--- src/rtl/counter_bank.sv ---
// counter_bank: NUM_CH independent WIDTH-bit counters, each with an IDLE/RUN/DONE FSM,
// programmable terminal value, wrap/saturate mode, load and sticky overflow. Define COUNTER_DOWN_EN for down counting.
module counter_bank #(
  parameter int WIDTH  = 4,
  parameter int NUM_CH = 2
) (
  input  logic                    clk,
  input  logic                    rst,
  input  logic [NUM_CH-1:0]       start_i,
  input  logic [NUM_CH-1:0]       stop_i,
  input  logic [NUM_CH-1:0]       en_i,
  input  logic [NUM_CH-1:0]       load_i,
  input  logic [NUM_CH*WIDTH-1:0] cnt_i,
  input  logic [NUM_CH*WIDTH-1:0] limit_i,
  input  logic [NUM_CH-1:0]       sat_i,
  input  logic [NUM_CH-1:0]       dir_i,
  input  logic [NUM_CH-1:0]       clear_i,
  output logic [NUM_CH*WIDTH-1:0] cnt_o,
  output logic [NUM_CH-1:0]       busy_o,
  output logic [NUM_CH-1:0]       done_o,
  output logic [NUM_CH-1:0]       tc_o,
  output logic [NUM_CH-1:0]       ovf_o
);

  typedef enum logic [1:0] {
    ST_IDLE = 2'd0,
    ST_RUN  = 2'd1,
    ST_DONE = 2'd2
  } state_e;

  localparam logic [WIDTH-1:0] ONE = WIDTH'(1);

`ifndef COUNTER_DOWN_EN
  logic unused_dir;
  assign unused_dir = ^dir_i;
`endif

  for (genvar k = 0; k < NUM_CH; k++) begin : g_ch
    state_e           state_q, state_d;
    logic [WIDTH-1:0] cnt_q, cnt_d;
    logic             tc_q, tc_d;
    logic             ovf_q, ovf_d;
    logic [WIDTH-1:0] limit, load_val, restart;
    logic             down, at_term, ovf_set;

    assign limit    = limit_i[k*WIDTH +: WIDTH];
    assign load_val = cnt_i[k*WIDTH +: WIDTH];

`ifdef COUNTER_DOWN_EN
    assign down    = dir_i[k];
    assign restart = down ? limit : '0;
    assign at_term = down ? (cnt_q == '0) : (cnt_q == limit);
`else
    assign down    = 1'b0;
    assign restart = '0;
    assign at_term = (cnt_q == limit);
`endif

    // Stop beats everything, then load, then start/count; load leaves the state alone.
    always_comb begin
      state_d = state_q;
      cnt_d   = cnt_q;
      tc_d    = 1'b0;
      ovf_set = 1'b0;
      if (stop_i[k]) begin
        state_d = ST_IDLE;
      end else if (load_i[k]) begin
        cnt_d = load_val;
      end else begin
        case (state_q)
          ST_IDLE, ST_DONE: begin
            if (start_i[k]) begin
              state_d = ST_RUN;
              cnt_d   = restart;
            end
          end
          ST_RUN: begin
            if (en_i[k]) begin
              if (at_term) begin
                tc_d = 1'b1;
                if (sat_i[k]) begin
                  state_d = ST_DONE;
                end else begin
                  cnt_d   = restart;
                  ovf_set = 1'b1;
                end
              end else if (down) begin
                cnt_d = cnt_q - ONE;
              end else begin
                // Natural rollover past all-ones only happens after a load above the limit.
                cnt_d   = cnt_q + ONE;
                ovf_set = &cnt_q;
              end
            end
          end
          default: state_d = ST_IDLE;
        endcase
      end
      ovf_d = ovf_set | (ovf_q & ~clear_i[k]);
    end

    always_ff @(posedge clk) begin
      if (rst) begin
        state_q <= ST_IDLE;
        cnt_q   <= '0;
        tc_q    <= 1'b0;
        ovf_q   <= 1'b0;
      end else begin
        state_q <= state_d;
        cnt_q   <= cnt_d;
        tc_q    <= tc_d;
        ovf_q   <= ovf_d;
      end
    end

    assign cnt_o[k*WIDTH +: WIDTH] = cnt_q;
    assign busy_o[k] = (state_q == ST_RUN);
    assign done_o[k] = (state_q == ST_DONE);
    assign tc_o[k]   = tc_q;
    assign ovf_o[k]  = ovf_q;
  end

endmodule

--- config.mk ---
export PLATFORM = sky130hd
export DESIGN_NAME = counter_bank
export DESIGN_NICKNAME = d
export VERILOG_FILES = /design/src/rtl/counter_bank.sv
export SDC_FILE = /design/constraint.sdc
export NUM_CORES = 1
export LEC_CHECK = 0
export CAP_MARGIN = 5
export CORE_UTILIZATION = 45
export CTS_CLUSTER_SIZE = 10
export DETAILED_ROUTE_END_ITERATION = 8
export PLACE_DENSITY = 0.87
export SYNTH_ARGS = -nofsm -noshare
export SYNTH_HDL_FRONTEND = slang
export SYNTH_SLANG_ARGS = --single-unit
export TNS_END_PERCENT = 1
--- constraint.sdc ---
create_clock -name clk -period 3.2 [get_ports clk]
set_input_delay 0.32 -clock clk [delete_from_list [all_inputs] [get_ports clk]]
set_output_delay 0.32 -clock clk [all_outputs]
set_load 0.01 [all_outputs]
==> flow_summary.ini, run 1 <==
[placement]
gp_congestion = 0.846
port_buffers = 45
place.detailed.hpwl_um = 2200

[cts]
cts_tree = built
cts.hold.buffers_added = 0
htree_num_levels = 1
postCtsResizedCells = 0
post_cts_buffers = 0
numCtsBuffers = 3
clk_latency_ns = 0.28
cts.sinks = 16
clkTransAtPathRegs_ns = 0.08
clockBufferDepth = 2
cts_root_buffer = clkbuf_4

[floorplan]
die_h_um = 51.8
coreArea_sq_um = 2280
ioPinCount = 48
num_rows = 17
dieArea_sq_um = 2690
die_w_um = 51.8
initial_utilization_pct = 49.1

[worst_setup_path]
worstPathArrival_ns = 1.56
path_class = reg -> out
r2r_end = g_ch[1].cnt_q[2]
critPathRequiredTime_ns = 2.88
crit_chain = nor2b_1, clkdlybuf4s50_1
cp-endpoint = busy_o[1]
regToRegStartpoint = g_ch[1].cnt_q[1]
slowest_stage = clkdlybuf4s50_1
crit_path_max_incr_delay_ns = 0.58
start_kind = flop
r2r_cells = 5
path_max_fanout = 7
endpoint_kind = primary output
cp-startpoint = g_ch[1].state_q[0]
r2r_setup_slack_ns = 1.42

[yosys]
synth.distinct_cells = 39
syn-cell-area_sq_um = 1120
yosysSeqAreaShare_pct = 28.7
syn-num-nets = 162
yosysWarnings = 0
avgSynthCellArea_sq_um = 8.73
postSynthCellCount = 128
synth_edf_count = 0
ys.flop_type = dfxtp_1
synth_seq_cells = 16
async_flop_share_pct = 0

[job]
cap_violations = 0

[sta]
maxSlewViolCount = 0
fin_crit_sh_pct = 58.8
max_freq_mhz = 531
setup_viol = 0
tns_ns = 0
rsz0062_at_grt = no
finalHoldViolCount = 0
skew_ns = 0.00482
slew_headroom_pct = 58.8
period_needed_ns = 1.88
max_slew.worst_pin.slew_ns = 0.616

[pwr]
p_clk_share_pct = 22.4
total_power_uw = 444
switching_share_pct = 28.3
p_int_uw = 318
p_switching_uw = 126
p_per_area_nw_per_um2 = 282
power_frac_seq_pct = 48.9
comb_power_share_pct = 28.7
p_leak_uw = 0.000533
ir_drop_uv = 326

[drt]
drtPass1Iterations = 4
post_drt_wl_per_cell_um = 13.7
ant_nets = 0
routed_wl_um = 2680
route.detailed.drc = 0
vias = 1071
via_per_inst = 5.46
drt-initial-drc-count = 22

[finish]
fin_nets = 204
drive_gt1_share_pct = 8.93
area.growth.synth_to_final_pct = 41.0
antenna_cells = 0

[grt]
grt_max_degree = 18
grt_pass1_wl_um = 4330
grt_pass1_vias = 967
gr-usage-all-layers_pct = 21.7
grt_antenna_before_repair = 0
grt-ovfl-total = 0

[hold_path]
holdPathStages = 2
min-delay-path-class = reg -> reg

[status]
outcome = finished, final reports clean
==> sequential cells by signal, summed over array words and instances (netlist names) <==
register / count
g_ch.ovf_q: 2
g_ch.cnt_q: 8
g_ch.state_q: 4
g_ch.tc_q: 2
==> cells by family (layout without fill, tap and decap cells) <==
group                    after synthesis  in the layout  share of synthesized area, %
multiplexers                           2              2                          1.79
buffers and inverters                 12             52                          5.82
XOR/XNOR                               8              8                          8.29
AO/OA/AOI/OAI                         34             34                          24.0
AND/OR/NAND/NOR                       54             54                          29.2
flip-flops                            16             16                          28.7
adder cells (fa/ha/maj)                2              2                          2.24
==> worst max-delay path, delay by kind of cell (launching register included) <==
family / cells / cell delay, ns
buffers and inverters: 1 / 0.58
flip-flops: 1 / 0.43
AND/OR/NAND/NOR: 1 / 0.28
==> final cells by class <==
class                           instances  area, sq um
Tap cell                               28         35.0
Sequential cell                        16          320
Multi-Input combinational cell        100          732
Timing Repair Buffer                   45          450
Inverter                                4         15.0
Fill cell                             185          701
Clock buffer                            3         22.5
==> worst min-delay path by stage <==
stage | from | end
4_1_cts | g_ch[0].ovf_q | g_ch[0].ovf_q
2_1_floorplan | stop_i[1] | g_ch[1].state_q[1]
3_5_place_dp | g_ch[0].ovf_q | g_ch[0].ovf_q
3_3_place_gp | g_ch[0].ovf_q | g_ch[0].ovf_q
5_1_grt | g_ch[1].ovf_q | g_ch[1].ovf_q
6_report | g_ch[0].ovf_q | g_ch[0].ovf_q
==> routing by layer <==
layer / up-vias / track usage [%] / wire, um
met5: - / 0 / 0
met2: 20 / 39.1 / 1420
met1: 498 / 25.1 / 1150
met4: 0 / 5.86 / 39
li1: 549 / - / -
met3: 4 / 5.26 / 73
==> metrics by stage <==
stage                     worst slack, ns  utilization [%]  instance area, sq um  hold WS (ns)  std cells
after floorplan                      1.58                -                  1120         0.393        128
after global placement               1.10             68.2                  1550         0.455        193
after detailed placement             1.04             68.2                  1550         0.466        193
after CTS                            1.31             69.2                  1580         0.480        196
after global routing                 1.12             69.2                  1580         0.503        196
final                                1.32             69.2                  1580         0.474        196
==> synthesized netlist by cell type, types with 3 or more instances <==
| cell type | instances | share of area (%) |
|---|---|---|
| dfxtp_1 | 16 | 29 |
| nor2_1 | 10 | 3.4 |
| nand2_1 | 9 | 3.0 |
| nand3_1 | 7 | 3.1 |
| o21ai_0 | 7 | 3.1 |
| a211oi_1 | 6 | 4.0 |
| a21oi_1 | 6 | 2.7 |
| buf_4 | 5 | 3.4 |
| nand2b_1 | 5 | 2.8 |
| nor2b_1 | 5 | 2.8 |
| nor3_1 | 5 | 2.2 |
| xor2_1 | 5 | 3.9 |
| inv_1 | 4 | 1.3 |
| a221oi_1 | 3 | 2.4 |
| nand4_1 | 3 | 1.7 |
| xor2_2 | 3 | 4.4 |
==> power by group through the flow <==
stage	clock network, uW	registers (uW)	logic, uW
floorplan	0	222	61.0
global placement	0	222	123
detailed placement	0	222	127
CTS	103	217	128
global route	113	219	138
finish	99.3	217	127
==> layout by cell type (no fill, tap or decap), drive strengths merged, types with 3 or more instances in the layout <==
cell type      instances
nand3                  7
clkbuf                 3
dfxtp                 16
nor2                  10
nor3b                  3
inv                    4
nor3                   5
o21ai                  7
nand4                  3
a21oi                  6
clkdlybuf4s50         45
nand2b                 5
nand2                  9
nor2b                  5
xor2                   8
a221oi                 3
a211oi                 7
Power figures use the tool's default switching activity.
==> run 2, diff against run 1 <==
--- a/config.mk
+++ b/config.mk
@@ -6,10 +6,10 @@
 export NUM_CORES = 1
 export LEC_CHECK = 0
 export CAP_MARGIN = 5
-export CORE_UTILIZATION = 45
+export CORE_UTILIZATION = 38
 export CTS_CLUSTER_SIZE = 10
 export DETAILED_ROUTE_END_ITERATION = 8
-export PLACE_DENSITY = 0.87
+export PLACE_DENSITY = 0.79
 export SYNTH_ARGS = -nofsm -noshare
 export SYNTH_HDL_FRONTEND = slang
 export SYNTH_SLANG_ARGS = --single-unit
==> constraint.sdc (replaced) <==
create_clock -name clk -period 1.54 [get_ports clk]
set_input_delay 0.154 -clock clk [delete_from_list [all_inputs] [get_ports clk]]
set_output_delay 0.154 -clock clk [all_outputs]
set_load 0.01 [all_outputs]
==> flow_summary.ini, run 2 (same netlist as run 1, synthesis figures left out) <==
[sta]
whs_ns = 0.466
maxSlewViolCount = 0
slew_headroom_pct = 67.7
fin_crit_sh_pct = 103
finalHoldViolCount = 0
setup_viol = 8
rsz0062_at_grt = yes
period_needed_ns = 1.59
max_slew.worst_pin.slew_ns = 0.484
max_freq_mhz = 629
worst_slack_ns = -0.0495
skew_ns = 0.00393

[finish]
fin_nets = 234
largest_reg_flops = 8
antenna_cells = 0
design_area_sq_um = 1930
drive_gt1_share_pct = 32.7
layout_common_cells = clkdlybuf4s50_1 (40), buf_4 (30), nor2_1 (10)
utilization_pct = 69.3
largest_register = g_ch.cnt_q
area.growth.synth_to_final_pct = 72.6
final_common_cell = clkdlybuf4s50_1
reg.largest.list = g_ch.cnt_q (8), g_ch.state_q (4)

[placement]
place_area_sq_um = 1810
port_buffers = 45
gp_congestion = 0.869
place.detailed.hpwl_um = 2630

[cts]
cts_tree = built
clockBufferDepth = 2
clk_latency_ns = 0.28
cts.sinks = 16
cts_root_buffer = clkbuf_4
numCtsBuffers = 3
htree_num_levels = 1
clkTransAtPathRegs_ns = 0.10

[drt]
drtPass1Iterations = 4
vias = 1242
via_per_inst = 5.40
post_drt_wl_per_cell_um = 14.3
drt-initial-drc-count = 33
route.detailed.drc = 0
ant_nets = 0
routed_wl_um = 3280

[worst_setup_path]
crit_path_max_incr_delay_ns = 0.50
slowest_stage = clkdlybuf4s50_1
path_buf_inv = 1
start_kind = primary input
path_class = in -> reg
crit_chain = clkdlybuf4s50_1, xor2_4, nor4_4, a211oi_4, a21bo_1, a21oi_1
crit_family = buffers and inverters
endpoint_kind = flop
worstPathArrival_ns = 1.80
critPathRequiredTime_ns = 1.75
path_max_fanout = 8

[floorplan]
dieArea_sq_um = 3160
num_rows = 19
ioPinCount = 48
die_w_um = 56.2
coreArea_sq_um = 2780
initial_utilization_pct = 40.2
die_h_um = 56.2

[grt]
grt_max_degree = 10
grt_pass1_wl_um = 5460
grt_pass1_vias = 1280
grt_antenna_before_repair = 0
grt-ovfl-total = 0
gr-usage-all-layers_pct = 21.8

[pwr]
p_per_area_nw_per_um2 = 561
switching_share_pct = 28.5
p_leak_uw = 0.000771
power_frac_seq_pct = 41.2
p_clk_share_pct = 25.5
p_int_uw = 773
comb_power_share_pct = 33.2
p_switching_uw = 309
ir_drop_uv = 442

[hold_path]
min-delay-path-class = in -> reg

[job]
cap_violations = 0

[status]
violations = negative setup slack
outcome = finished, violations left
==> run 2: worst paths after layout <==
path         depth (start not counted)  slack [ns]          endpoint              from
max                                  6       -0.05  g_ch[0].cnt_q[3]        limit_i[0]
max reg2reg                          5       -0.04  g_ch[0].cnt_q[3]  g_ch[0].cnt_q[0]
min                                  3        0.47  g_ch[0].cnt_q[1]          cnt_i[1]
min reg2reg                          2        0.49     g_ch[1].ovf_q     g_ch[1].ovf_q
==> run 2: worst min-delay path: stages <==
cell             delay [ns]
clkdlybuf4s50_1        0.40
nand2_1                0.08
a311oi_1               0.08
==> run 2: routing by layer <==
metal | vias up | global-route usage, % | part of all wire, % | wire length, um
li1 | 607 | - | - | -
met1 | 582 | 24.9 | 40 | 1320
met2 | 45 | 40.1 | 53 | 1730
met3 | 8 | 3.95 | 5.5 | 182
met4 | 0 | 8.01 | 1.7 | 55
met5 | - | 0 | 0 | 0
==> run 2: per-stage QoR <==
step	setup TNS [ns]	total power (uW)	setup WS, ns	std cells
floorplan	-0.0256	595	-0.0108	128
global placement	-3.33	779	-0.245	225
detailed placement	-4.35	793	-0.355	225
CTS	-0.479	1070	-0.0632	229
global route	-1.51	1150	-0.153	230
finish	-0.224	1080	-0.0495	230
==> run 2: power by group through the flow <==
stage                     Clock, uW  Combinational [uW]  Sequential [uW]
after floorplan                   0                 130              465
after CTS                       285                 343              443
after global placement            0                 327              452
after global routing            318                 386              449
final                           276                 359              446
after detailed placement          0                 341              452
==> run 2: final cells by class <==
cell class,instances,area [sq um]
Multi-Input combinational cell,100,820
Clock buffer,4,36.3
Inverter,4,15.0
Fill cell,238,853
Sequential cell,16,334
Timing Repair Buffer,75,684
Tap cell,31,38.8
==> run 2: what timing repair did <==
item,in CTS,in global routing
gates cloned,0,0
resized for setup,3,22
setup endpoints to repair,18,22
buffers inserted,0,1
pin swaps,0,18
hold buffers,0,0
